==> src/rtl/timer_pkg.sv <==
// Shared mode encodings, counter state enum and mode decode for the timer channel.
package timer_pkg;

  typedef enum logic [2:0] {
    MODE_INT_TC    = 3'd0,
    MODE_ONESHOT   = 3'd1,
    MODE_RATE      = 3'd2,
    MODE_SQUARE    = 3'd3,
    MODE_SW_STROBE = 3'd4,
    MODE_HW_STROBE = 3'd5
  } timer_mode_e;

  typedef enum logic [1:0] {
    IDLE      = 2'd0,
    WAIT_LOAD = 2'd1,
    COUNTING  = 2'd2,
    WAIT_TRIG = 2'd3
  } cnt_state_e;

  // Codes 6/7 fold onto rate generator / square wave.
  function automatic timer_mode_e eff_mode(input logic [2:0] m);
    return (m[2:1] == 2'b11) ? timer_mode_e'({1'b0, m[1:0]}) : timer_mode_e'(m);
  endfunction

endpackage

==> src/rtl/gate_edge_detect.sv <==
// Registers the gate and flags its rising edge as the channel trigger.
module gate_edge_detect (
  input  logic clk,
  input  logic rst,
  input  logic i_gate,
  output logic o_rise
);

  logic r_gate_q;

  always_ff @(posedge clk or posedge rst) begin
    if (rst) r_gate_q <= 1'b0;
    else     r_gate_q <= i_gate;
  end

  assign o_rise = i_gate & ~r_gate_q;

endmodule

==> src/rtl/timer_channel.sv <==
// One programmable timer channel: six counting modes, gate triggering and
// count-register reprogramming while running.
module timer_channel
  import timer_pkg::*;
#(
  parameter int WIDTH = 16
) (
  input  logic             clk,
  input  logic             rst,
  input  logic             cs,
  input  logic             load,
  input  logic [2:0]       mode,
  input  logic [WIDTH-1:0] count_in,
  input  logic             gate,
  output logic             out,
  output logic [WIDTH-1:0] current_count,
  output logic             null_count
);

  timer_mode_e      r_mode;
  cnt_state_e       r_state;
  logic [WIDTH-1:0] r_cr;
  logic [WIDTH-1:0] r_ce;
  logic [WIDTH-1:0] r_half;
  logic             r_out;
  logic             r_null;
  logic             r_armed;

  logic             w_rise;
  logic             w_load;
  logic             w_trig;
  timer_mode_e      w_new_mode;
  logic             w_soft;
  logic             w_restart;
  logic [WIDTH-1:0] w_reload;
  logic [WIDTH-1:0] w_half;
  logic [WIDTH-1:0] w_dec;
  logic             w_tc;

  gate_edge_detect u_gate (
    .clk    (clk),
    .rst    (rst),
    .i_gate (gate),
    .o_rise (w_rise)
  );

  assign w_load     = cs & load;
  assign w_trig     = w_rise & ~w_load;
  assign w_new_mode = eff_mode(mode);

  // Same-mode rewrites in the periodic / triggered modes only update CR;
  // the running count is left alone until the next reload or trigger.
  assign w_soft = (w_new_mode == r_mode) && (r_state == COUNTING) &&
                  (r_mode inside {MODE_ONESHOT, MODE_RATE, MODE_SQUARE, MODE_HW_STROBE});
  assign w_restart = w_load & ~w_soft;

  assign w_reload = ((r_mode inside {MODE_RATE, MODE_SQUARE}) && (r_cr == WIDTH'(1)))
                    ? WIDTH'(2) : r_cr;
  // CR=0 stands for 2^WIDTH, whose half is the top bit alone.
  assign w_half   = (w_reload == '0) ? {1'b1, {(WIDTH-1){1'b0}}} : (w_reload >> 1);
  assign w_dec    = r_ce - WIDTH'(1);
  assign w_tc     = (r_ce == WIDTH'(1));

  always_ff @(posedge clk or posedge rst) begin
    if (rst) begin
      r_mode  <= MODE_INT_TC;
      r_state <= IDLE;
      r_cr    <= '0;
      r_ce    <= '0;
      r_half  <= '0;
      r_out   <= 1'b0;
      r_null  <= 1'b0;
      r_armed <= 1'b0;
    end else if (w_restart) begin
      r_mode  <= w_new_mode;
      r_cr    <= count_in;
      r_null  <= 1'b1;
      r_armed <= 1'b0;
      r_out   <= (w_new_mode != MODE_INT_TC);
      r_state <= (w_new_mode inside {MODE_ONESHOT, MODE_HW_STROBE}) ? WAIT_TRIG : WAIT_LOAD;
    end else begin
      case (r_state)
        WAIT_LOAD: begin
          r_ce    <= w_reload;
          r_half  <= w_half;
          r_null  <= 1'b0;
          r_armed <= 1'b1;
          r_state <= COUNTING;
        end
        WAIT_TRIG: begin
          if (w_trig) begin
            r_ce    <= r_cr;
            r_null  <= 1'b0;
            r_armed <= 1'b1;
            r_state <= COUNTING;
            if (r_mode == MODE_ONESHOT) r_out <= 1'b0;
          end
        end
        COUNTING: begin
          case (r_mode)
            MODE_INT_TC: begin
              if (gate) begin
                r_ce <= w_dec;
                if (w_tc) r_out <= 1'b1;
              end
            end
            MODE_SW_STROBE: begin
              r_out <= ~(gate & w_tc & r_armed);
              if (gate) begin
                r_ce <= w_dec;
                if (w_tc) r_armed <= 1'b0;
              end
            end
            MODE_ONESHOT, MODE_HW_STROBE: begin
              if (w_trig) begin
                r_ce    <= r_cr;
                r_null  <= 1'b0;
                r_armed <= 1'b1;
                r_out   <= (r_mode != MODE_ONESHOT);
              end else begin
                r_ce <= w_dec;
                if (w_tc) r_armed <= 1'b0;
                if (r_mode == MODE_ONESHOT) begin
                  if (w_tc & r_armed) r_out <= 1'b1;
                end else begin
                  r_out <= ~(w_tc & r_armed);
                end
              end
            end
            default: begin
              // Rate generator and square wave share the reload cadence.
              if (w_trig || (gate && w_tc)) begin
                r_ce   <= w_reload;
                r_half <= w_half;
                r_null <= 1'b0;
                r_out  <= 1'b1;
              end else if (!gate) begin
                r_out <= 1'b1;
              end else begin
                r_ce  <= w_dec;
                r_out <= (r_mode == MODE_RATE) ? (w_dec != WIDTH'(1)) : (w_dec > r_half);
              end
            end
          endcase
        end
        default: ;
      endcase
      // A rewrite that was not transferred this edge keeps null_count high.
      if (w_load) begin
        r_cr   <= count_in;
        r_null <= 1'b1;
      end
    end
  end

  assign out           = r_out;
  assign current_count = r_ce;
  assign null_count    = r_null;

endmodule

==> config.mk <==
export PLATFORM = sky130hd
export DESIGN_NAME = timer_channel
export DESIGN_NICKNAME = d
export VERILOG_FILES = /design/src/rtl/timer_pkg.sv /design/src/rtl/gate_edge_detect.sv /design/src/rtl/timer_channel.sv
export SDC_FILE = /design/constraint.sdc
export NUM_CORES = 1
export LEC_CHECK = 0
export ABC_CLOCK_PERIOD_IN_PS = 4000
export BUFFER_PORTS_ARGS = -buffer_cell sky130_fd_sc_hd__buf_2
export CAP_MARGIN = 20
export CORE_UTILIZATION = 50
export CTS_CLUSTER_SIZE = 20
export DETAILED_ROUTE_END_ITERATION = 6
export PLACE_DENSITY = 0.77
export SETUP_SLACK_MARGIN = 0.3
export SKIP_CTS_REPAIR_TIMING = 1
export SYNTH_ARGS = -nofsm -noshare
export SYNTH_HDL_FRONTEND = slang
export SYNTH_SLANG_ARGS = --single-unit
export TNS_END_PERCENT = 100
==> constraint.sdc <==
create_clock -name clk -period 4 [get_ports clk]
set_clock_uncertainty 0.05 [all_clocks]
set_input_delay 0.8 -clock clk [delete_from_list [all_inputs] [get_ports clk]]
set_output_delay 0.8 -clock clk [all_outputs]
set_load 0.01 [all_outputs]
---- Word level (Yosys, flattened, before mapping) ----
Index checks and enable logic that the tools add are counted.
storage, ports and cells
  register bits ........................... 57
  output and inout bits ................... 18
  word-level logic and storage cells ...... 123
cells by class
  add/subtract/negate cells ............... 1
  order comparisons ....................... 1
  equality and inequality tests ........... 28
  mux-type cells .......................... 44
  bitwise logic cells ..................... 13
  reductions and logical operators ........ 27
operators with widths
  kind                     count
  $mux W16                 10
  $pmux W16 S2             2
  $pmux W16 S3             1
  $eq A16 B1 Y1 const B    2
  $mux W1                  20
  $gt A16 B16 Y1           1
  $logic_not A16 Y1        1
  $ne A16 B1 Y1 const B    1
  $ne A4 B4 Y1 const B     4
  $sub A16 B1 Y16 const B  1
  $reduce_bool A3 Y1       4
  $eq A3 B3 Y1 const B     3
  $pmux W1 S3              3
  $reduce_and A4 Y1        2
  $reduce_bool A2 Y1       4
  $reduce_bool A4 Y1       2
  $and A1 B1 Y1            7
  $eq A2 B2 Y1 const B     3
  $eq A3 B1 Y1 const B     2
  $eq A3 B2 Y1 const B     2
  $mux W2                  3
  $ne A3 B3 Y1 const B     2
  $ne A6 B6 Y1 const B     1
  $not A1 Y1               6
  other kinds (19)         27

---- Depth between registers and ports, before layout ----
Gate-level depths: netlist of the first run.
  depth in word-level cells ............... 9
  gate-level depth with buffers ........... 13
  mapped depth without buffers ............ 13

---- Hierarchy ----
A second synthesis of the first run with hierarchy kept.
second synthesis, totals
  cell total of the unflattened synthesis .. 463
  area total of the unflattened synthesis .. 4154.0 um^2
by module, submodules not included
  module            instances  cells each  area each (um^2)  seq. area each (um^2)
  timer_channel     1          460         4111.4            1401.3
  gate_edge_detect  1          3           42.5              25.0

---- Worst setup path before layout of the first run ----
Ideal clock, no wire load.
  path type ............................... register -> register
  start ................................... register r_ce[0], in the netlist current_count[0]
  end ..................................... register r_out, in the netlist out
  library setup time ...................... 73 ps
  arrival ................................. 3083 ps
  slack ................................... 794 ps
  stages on the path, launching flop included .. 14
  buffers on the path ..................... 0
  period minus slack after synthesis ...... 3206 ps
  path through ............................ dfrtp_1 -> inv_1 -> ha_1 -> nor3b_4 -> nand2_2 -> or3_4 -> xnor2_4 -> ha_1 -> nand4_1 -> nor4_1 -> a221o_1 -> nor3_1 -> o311a_1 -> a21oi_2
on the way
  word-level cells in the longest chain between the ends .. 8
  elaborated cells between the ends (all ways) .. 22
ends and longest elaborated chain
  item                                              RTL line                                    RTL
  start, declared                                   timer_channel.sv:23                         logic [WIDTH-1:0] r_ce;
  start signal, assigned                            timer_channel.sv:84                         r_ce <= w_reload;
  start signal, assigned                            timer_channel.sv:92                         r_ce <= r_cr;
  start signal, assigned                            timer_channel.sv:103                        r_ce <= w_dec;
  $sub A16 B1 Y16 or $eq A16 B1 Y1 (tied branches)  timer_channel.sv:61, timer_channel.sv:62
  $gt A16 B16 Y1 (tied with other cells)            timer_channel.sv:141                        r_out <= (r_mode == MODE_RATE) ? (w_dec != WIDTH'(1)) : (w_dec > r_half);
  $mux W1 or $not A1 Y1 (tied branches)             timer_channel.sv:141, timer_channel.sv:126
  $mux W1 (on tied branches)                        timer_channel.sv:137, timer_channel.sv:123
  $mux W1 (on tied branches)                        timer_channel.sv:132, timer_channel.sv:115
  $pmux W1 S3                                       timer_channel.sv:100                        case (r_mode)
  $pmux W1 S2                                       timer_channel.sv:82                         case (r_state)
  $mux W1                                           timer_channel.sv:74                         end else if (w_restart) begin
  end signal, assigned                              timer_channel.sv:79                         r_out <= (w_new_mode != MODE_INT_TC);
  end signal, assigned                              timer_channel.sv:108                        r_out <= ~(gate & w_tc & r_armed);
  end signal, assigned                              timer_channel.sv:141
  end, declared                                     timer_channel.sv:25                         logic r_out;
Parallel ways exist; a longest one is shown, timed or not.
A chain may end at the register's enable or synchronous reset.

---- Worst setup path in the final report of the first run ----
Ends and elaborated chain as after synthesis.

==> results of run 1 <==
==> state kept, by name, indices dropped and copies added (netlist names) <==
name,flops
current_count,16
r_cr,16
r_half,16
r_mode,3
r_state,2
null_count,1
out,1
r_armed,1
u_gate.r_gate_q,1
==> layout make-up <==
class,instances,area [µm²]
Fill cell,729,3340
Tap cell,102,128
Timing Repair Buffer,51,280
Inverter,28,105
Clock buffer,10,138
Sequential cell,57,1430
Clock inverter,5,56.3
Multi-Input combinational cell,354,2410
==> path summary, 6_finish.rpt <==
| path | endpoint | depth (start not counted) | slack, ns |
|---|---|---|---|
| max in group asynchronous | r_half[15] | 3 | 2.55 |
| setup / recovery | out | 13 | 0.49 |
| hold / removal | r_armed | 2 | 0.48 |
| min in group asynchronous | current_count[15] | 2 | 0.58 |
| hold reg to reg | r_armed | 2 | 0.48 |
| setup reg to reg | out | 13 | 0.49 |
==> logic make-up after synthesis <==
kind of cell               count (synthesis)  synth area share [%]
DFF                                       57                  34.2
muxes                                     20                  5.35
buffers and inverters                     56                  7.84
and+or+nand+nor                          162                  20.9
AOI/OAI and AO/OA                        127                  19.6
adders and majority gates                 23                  6.91
xor gates and xnor gates                  22                  5.08
==> cell usage in the layout, fill, tap and decap left out, types with 10 or more instances in the layout <==
cell / Yosys / layout
a21oi_1: 30 / 30
buf_2: 3 / 41
buf_4: 4 / 10
clkbuf_8: 9 / 10
dfrtp_1: 57 / 57
ha_1: 23 / 23
inv_1: 27 / 26
mux2_2: 18 / 18
nand2_1: 59 / 59
nand3_1: 12 / 12
nor2_1: 26 / 26
o21ai_0: 37 / 37
xor2_1: 12 / 12
==> report_power, final <==
group / total [µW] / switching, µW / internal, µW
sequential: 1100 / 323 / 780
clock: 549 / 249 / 300
combinational: 1700 / 996 / 704
==> metrics by stage <==
stage	instances	instance area (µm²)
floorplan	467	4170
detailed placement	589	4330
global placement	589	4330
CTS	604	4520
global route	607	4550
finish	607	4550
==> worst reg2reg max path: stages (launching register included) <==
cell,delay [ns]
dfrtp_1,0.50
inv_1,0.16
ha_1,0.26
nor3b_4,0.41
nand2_2,0.11
or3_4,0.38
xnor2_4,0.16
ha_1,0.30
nand4_1,0.10
nor4_1,0.33
a221o_1,0.22
nor3_1,0.04
o311a_1,0.30
a21oi_2,0.13
==> routing by layer <==
metal  vias to the layer above  track usage, %
li1                       1737               -
met1                      1774            37.5
met2                       170            39.8
met3                        25            6.42
met4                         0            8.59
met5                         -               0
==> results.cfg, run 1 <==
[routing]
met2_length_um = 4770
wl_per_cell_um = 17.7
top_layer_used = met4
drt-total-wl_um = 10800
dr.pass1.iters = 5
drt-vias-per-instance = 6.11
vias = 3706
drt-met1-wl_um = 4930
drt_iter0_drc = 344
antenna_left = 0
met3_wirelength_um = 823
route.detailed.drc = 0

[floorplan]
fp.dieH_um = 93.3
core_area_mm2 = 0.00789
start_util_pct = 52.8
num_io_pins = 42
die_x_um = 93.3
die_area_mm2 = 0.00870
row_count = 32

[timing]
period_share_pct = 87.7
fmax_mhz = 285
setup_violations = 0
hold_violations = 0
rsz0062_at_grt = no
fin_crit_ns = 3.51
hold_slack_ns = 0.484
slew_headroom_pct = 33.4
worst_slack_ns = 0.493
slew_violations = 0
setup_tns_ns = 0
worst_slew_pin_slew_ns = 0.997

[critical_path]
critPathMostFrequentCell = ha_1
crit_slowest_cell = dfrtp_1
crit_type = flop to flop
slowest_delay_ns = 0.50
cp_top_family = simple AND/OR/NAND/NOR gates
critical_path.startpoint_type = flop
crit_buf_inv = 1
r2r_start = current_count[0]
crit_fanout = 10
critPathLaunch = current_count[0]
worstPathArrival_ns = 3.73
end_kind = flop
crit_chain = inv_1, ha_1, nor3b_4, nand2_2, or3_4, xnor2_4, ha_1, nand4_1, nor4_1, a221o_1, nor3_1, o311a_1, a21oi_2
critPathRequiredTime_ns = 4.22

[hold_path]
hp-start = r_armed
worstHoldPathType = flop to flop

[place]
pre_cts_ws_ns = 0.492
dp_hpwl_um = 7910
place.gp.congestion = 0.922
portBuffers = 41

[power_and_ir_drop]
fin_total_pwr_uw = 3350
power_density_mw_per_mm2 = 738
cellLeakagePower_uw = 0.00199
peakVddDrop_mv = 0.362

[yosys]
synth_area_leaders = dfrtp_1 34%, ha_1 6.9%, nand2_1 5.3%
synth.distinct_cells = 76
ys_seq_area_share_pct = 34.2
syn_area_mm2 = 0.00417
syn_nets = 514
synth_top_cell_area_share_pct = 34.2
syn_inst = 467
ys_async_sr_fraction_pct = 100
synth-edff-count = 0
synth_seq_cells = 57
synth_common_cells = 59 x nand2_1, 57 x dfrtp_1, 37 x o21ai_0, 30 x a21oi_1, 27 x inv_1
syn-mean-instance-area_um2 = 8.92
yosys_warnings = 0
ys.flop_type = dfrtp_1
yosysTopAreaCell = dfrtp_1
yosysMostFrequentCell = nand2_1

[global_routing]
grt_overflow = 0
grt_usage_pct = 26.5
grt_max_degree = 42
grt_pass1_vias = 3502
grt_pass1_wl_um = 17700
antenna_found_initial = 0

[clock_network]
path_clk_slew_ns = 0.07
cts_sinks = 57
clock-root-buffer = clkbuf_8
cts_htree_levels = 3
cts_max_path_buffers = 2
cts_tree = done
clk_latency_ns = 0.34
cts_inserted_buffers = 9

[outcome]
status = finished clean

[final_layout]
fin_nets = 548
fin_util_pct = 57.6
antenna-diode-count = 0
drive_gt1_share_pct = 21.4
areaGrowthSynthToFinish_pct = 9.13

[job]
maxCapViolCount = 0
(Power assumes the default switching activity.)
==> run 2, diff against run 1 <==
CORE_UTILIZATION = 40   (was 50)
PLACE_DENSITY = 0.66   (was 0.77)
RECOVER_POWER = 100   (was default)
==> results.cfg, run 2 (synthesis gave the netlist of run 1 again) <==
[place]
place.gp.congestion = 0.890
dp.cells = 619
dp_hpwl_um = 8080
portBuffers = 41

[clock_network]
cts_inserted_buffers = 9
cts_htree_levels = 3
clock-root-buffer = clkbuf_8
cts_tree = done
cts_max_path_buffers = 2
clk_latency_ns = 0.36
cts_sinks = 57
path_clk_slew_ns = 0.09

[power_and_ir_drop]
p_int_uw = 1810
power_frac_seq_pct = 32.4
power_frac_comb_pct = 48.9
power_density_mw_per_mm2 = 745
p_sw_uw = 1580
swShare_pct = 46.6
clockPowerShare_pct = 18.7
cellLeakagePower_uw = 0.00192
peakVddDrop_mv = 0.288

[timing]
setup_tns_ns = 0
hold_slack_ns = 0.477
slew_violations = 0
worst_slew_pin_slew_ns = 1.40
hold_violations = 0
rsz0062_at_grt = no
fmax_mhz = 292
setup_violations = 0
slew_headroom_pct = 6.54
fin_crit_ns = 3.42
period_share_pct = 85.5

[floorplan]
row_count = 36
die_area_mm2 = 0.0108
die_x_um = 104
num_io_pins = 42
start_util_pct = 41.8
fp.dieH_um = 104
core_area_mm2 = 0.00995

[global_routing]
grt_overflow = 0
grt_usage_pct = 21.2
grt_pass1_vias = 3401
grt_max_degree = 38
grt_pass1_wl_um = 18100
antenna_found_initial = 0

[critical_path]
critPathRequiredTime_ns = 4.23
end_kind = flop
crit_type = flop to flop
worstPathArrival_ns = 3.65
critical_path.startpoint_type = flop
crit_fanout = 10
worstRegToRegCells = 13

[final_layout]
fillers = 994
drive_gt1_share_pct = 15.8
layout_common_cells = 59 x nand2_1, 57 x dfrtp_1, 43 x o21ai_0
areaGrowthSynthToFinish_pct = 9.01
seq_area_mm2 = 0.00143
fin_nets = 547
final_cells = 638
final_common_cell = nand2_1
multi_input_area_mm2 = 0.00238
antenna-diode-count = 0

[routing]
dr.pass1.iters = 5
vias = 3658
drt_iter0_drc = 274
drt-total-wl_um = 10900
route.detailed.drc = 0
antenna_left = 0
wl_per_cell_um = 17.0
drt-vias-per-instance = 5.73

[hold_path]
whs_path_depth = 2
worstHoldPathType = flop to flop

[job]
maxCapViolCount = 0

[outcome]
status = finished clean
==> run 2: metal layers <==
| layer | global-route usage [%] | part of all wire, % | vias to the layer above |
|---|---|---|---|
| met5 | 0 | 0 | - |
| li1 | - | - | 1735 |
| met1 | 29.9 | 46 | 1752 |
| met4 | 5.92 | 0.69 | 0 |
| met2 | 31.8 | 45 | 160 |
| met3 | 5.58 | 7.8 | 11 |
==> run 2: stage by stage <==
step / setup WS [ns] / utilization [%] / instance area (µm²) / power, µW
5_1_grt: 0.249 / 45.6 / 4540 / 3660
3_3_place_gp: 0.634 / 43.8 / 4360 / 2710
3_5_place_dp: 0.492 / 43.8 / 4360 / 2760
6_report: 0.581 / 45.6 / 4540 / 3380
4_1_cts: 0.460 / 46.1 / 4590 / 3410
2_1_floorplan: 0.794 / - / 4170 / 2350
==> run 2: critical path: stages (launching register included) <==
cell,delay (ns)
dfrtp_1,0.50
inv_1,0.16
ha_1,0.27
nor3b_4,0.33
nand2_2,0.10
or3_4,0.38
xnor2_4,0.16
ha_1,0.31
nand4_1,0.10
nor4_1,0.31
a221o_1,0.21
nor3_1,0.05
o311a_1,0.30
a21oi_2,0.13
==> run 2: path summary, 6_finish.rpt <==
path	start	to	slack (ns)
setup / recovery	current_count[0]	out	0.58
hold / removal	r_armed	r_armed	0.48
setup reg to reg	current_count[0]	out	0.58
hold reg to reg	r_armed	r_armed	0.48
max in group asynchronous	rst	r_mode[0]	1.44
min in group asynchronous	rst	current_count[0]	0.79
==> run 2: final cells by class <==
| type | count | area share (%) |
|---|---|---|
| clock buffers | 9 | 2.73 |
| clock inverters | 7 | 2.26 |
| inverters | 28 | 2.31 |
| multi-input cells | 354 | 52.4 |
| flip-flops and latches | 57 | 31.4 |
| well taps | 133 | 3.66 |
| repair buffers | 50 | 5.26 |
==> run 2: power groups by stage <==
stage	registers [µW]	clock network (µW)	logic, µW
5_1_grt	1130	672	1850
6_report	1100	634	1650
3_3_place_gp	1090	0	1620
4_1_cts	1090	647	1670
2_1_floorplan	986	0	1370
3_5_place_dp	1100	0	1650
==> run 3, diff against run 2 <==
CORE_UTILIZATION = 25   (was 40)
PLACE_DENSITY = 0.48   (was 0.66)
==> results.cfg, run 3 (synthesis gave the netlist of run 1 again) <==
[critical_path]
critPathLaunch = current_count[1]
crit_type = flop to flop
worstPathArrival_ns = 3.67
end_kind = flop
r2r_start = current_count[1]
crit_fanout = 9
r2r-end = out
worstRegToRegCells = 13
r2r_slack_ns = 0.55
critPathRequiredTime_ns = 4.22
critical_path.startpoint_type = flop

[timing]
worst_slew_pin_slew_ns = 1.48
setup_violations = 0
hold_slack_ns = 0.491
setup_tns_ns = 0
fin_crit_ns = 3.45
hold_violations = 0
rsz0062_at_grt = no
worst_slack_ns = 0.546
slew_violations = 0
fmax_mhz = 290
period_share_pct = 86.4
slew_headroom_pct = 1.39

[global_routing]
grt_overflow = 0
grt_pass1_wl_um = 20000
grt_max_degree = 58
grt_pass1_vias = 3544
grt_usage_pct = 15.7
antenna_found_initial = 0

[final_layout]
antenna-diode-count = 0
drive_gt1_share_pct = 16.6
fin_nets = 548
layout_common_cells = 59 x nand2_1, 57 x dfrtp_1, 43 x o21ai_0
areaGrowthSynthToFinish_pct = 14.1
final_common_cell = nand2_1

[clock_network]
cts_sinks = 57
clock-root-buffer = clkbuf_16
cts_inserted_buffers = 9
cts_htree_levels = 3
path_clk_slew_ns = 0.06
cts_tree = done
cts_max_path_buffers = 2
clk_latency_ns = 0.34

[routing]
vias = 3620
antenna_left = 0
route.detailed.drc = 0
wl_per_cell_um = 17.2
drt_iter0_drc = 222
drt-total-wl_um = 12400
drt-vias-per-instance = 5.02
dr.pass1.iters = 5

[floorplan]
row_count = 46
core_area_mm2 = 0.0161
start_util_pct = 25.9
fp.dieH_um = 131
die_x_um = 131
num_io_pins = 42
die_area_mm2 = 0.0172

[place]
pre_cts_ws_ns = 0.436
place.gp.congestion = 0.867
portBuffers = 41
dp_hpwl_um = 9000

[hold_path]
hp-start = r_armed
hold_end = r_armed
worstHoldPathType = flop to flop
whs_path_depth = 2

[power_and_ir_drop]
fin_total_pwr_uw = 3640
cellLeakagePower_uw = 0.00197
power_density_mw_per_mm2 = 766
peakVddDrop_mv = 0.270

[job]
maxCapViolCount = 0

[outcome]
status = finished clean
run 3: final cells by class:
class	count	area (µm²)
Clock inverter	5	80.1
Timing Repair Buffer	50	235
Tap cell	216	270
Clock buffer	10	239
Fill cell	1709	11300
Multi-Input combinational cell	355	2400
Inverter	28	105
Sequential cell	57	1430
run 3: per-stage QoR:
step                cell area, µm²  instances  utilization (%)
CTS                           4790        718             29.8
detailed placement            4470        703             27.8
global placement              4470        703             27.8
global route                  4750        721             29.6
floorplan                     4170        467                -
finish                        4750        721             29.6
run 3: worst max path at each step:
| stage | endpoint | cells past startpoint |
|---|---|---|
| after floorplan | out | 13 |
| after global placement | out | 13 |
| after detailed placement | out | 13 |
| after CTS | out | 13 |
| after global routing | out | 13 |
| final | out | 13 |
run 3: layer usage:
| layer | routed length, µm | GRT usage, % |
|---|---|---|
| met1 | 6030 | 22.5 |
| met2 | 5370 | 23.0 |
| met3 | 747 | 2.96 |
| met4 | 265 | 6.63 |
| met5 | 0 | 0 |
run 3: where the power goes:
group          switching (µW)  internal (µW)
sequential                292            782
clock                     286            557
combinational            1050            674
run 3: worst max-delay path: stages (launching register included):
cell and delay [ns]:
dfrtp_1 0.48, inv_1 0.12, ha_1 0.26, nor3b_2 0.43, nand2_2 0.11, or3_4 0.38
xnor2_4 0.16, ha_1 0.30, nand4_1 0.12, nor4_2 0.28, a221o_1 0.21, nor3_1 0.05
o311a_1 0.30, a21oi_2 0.13
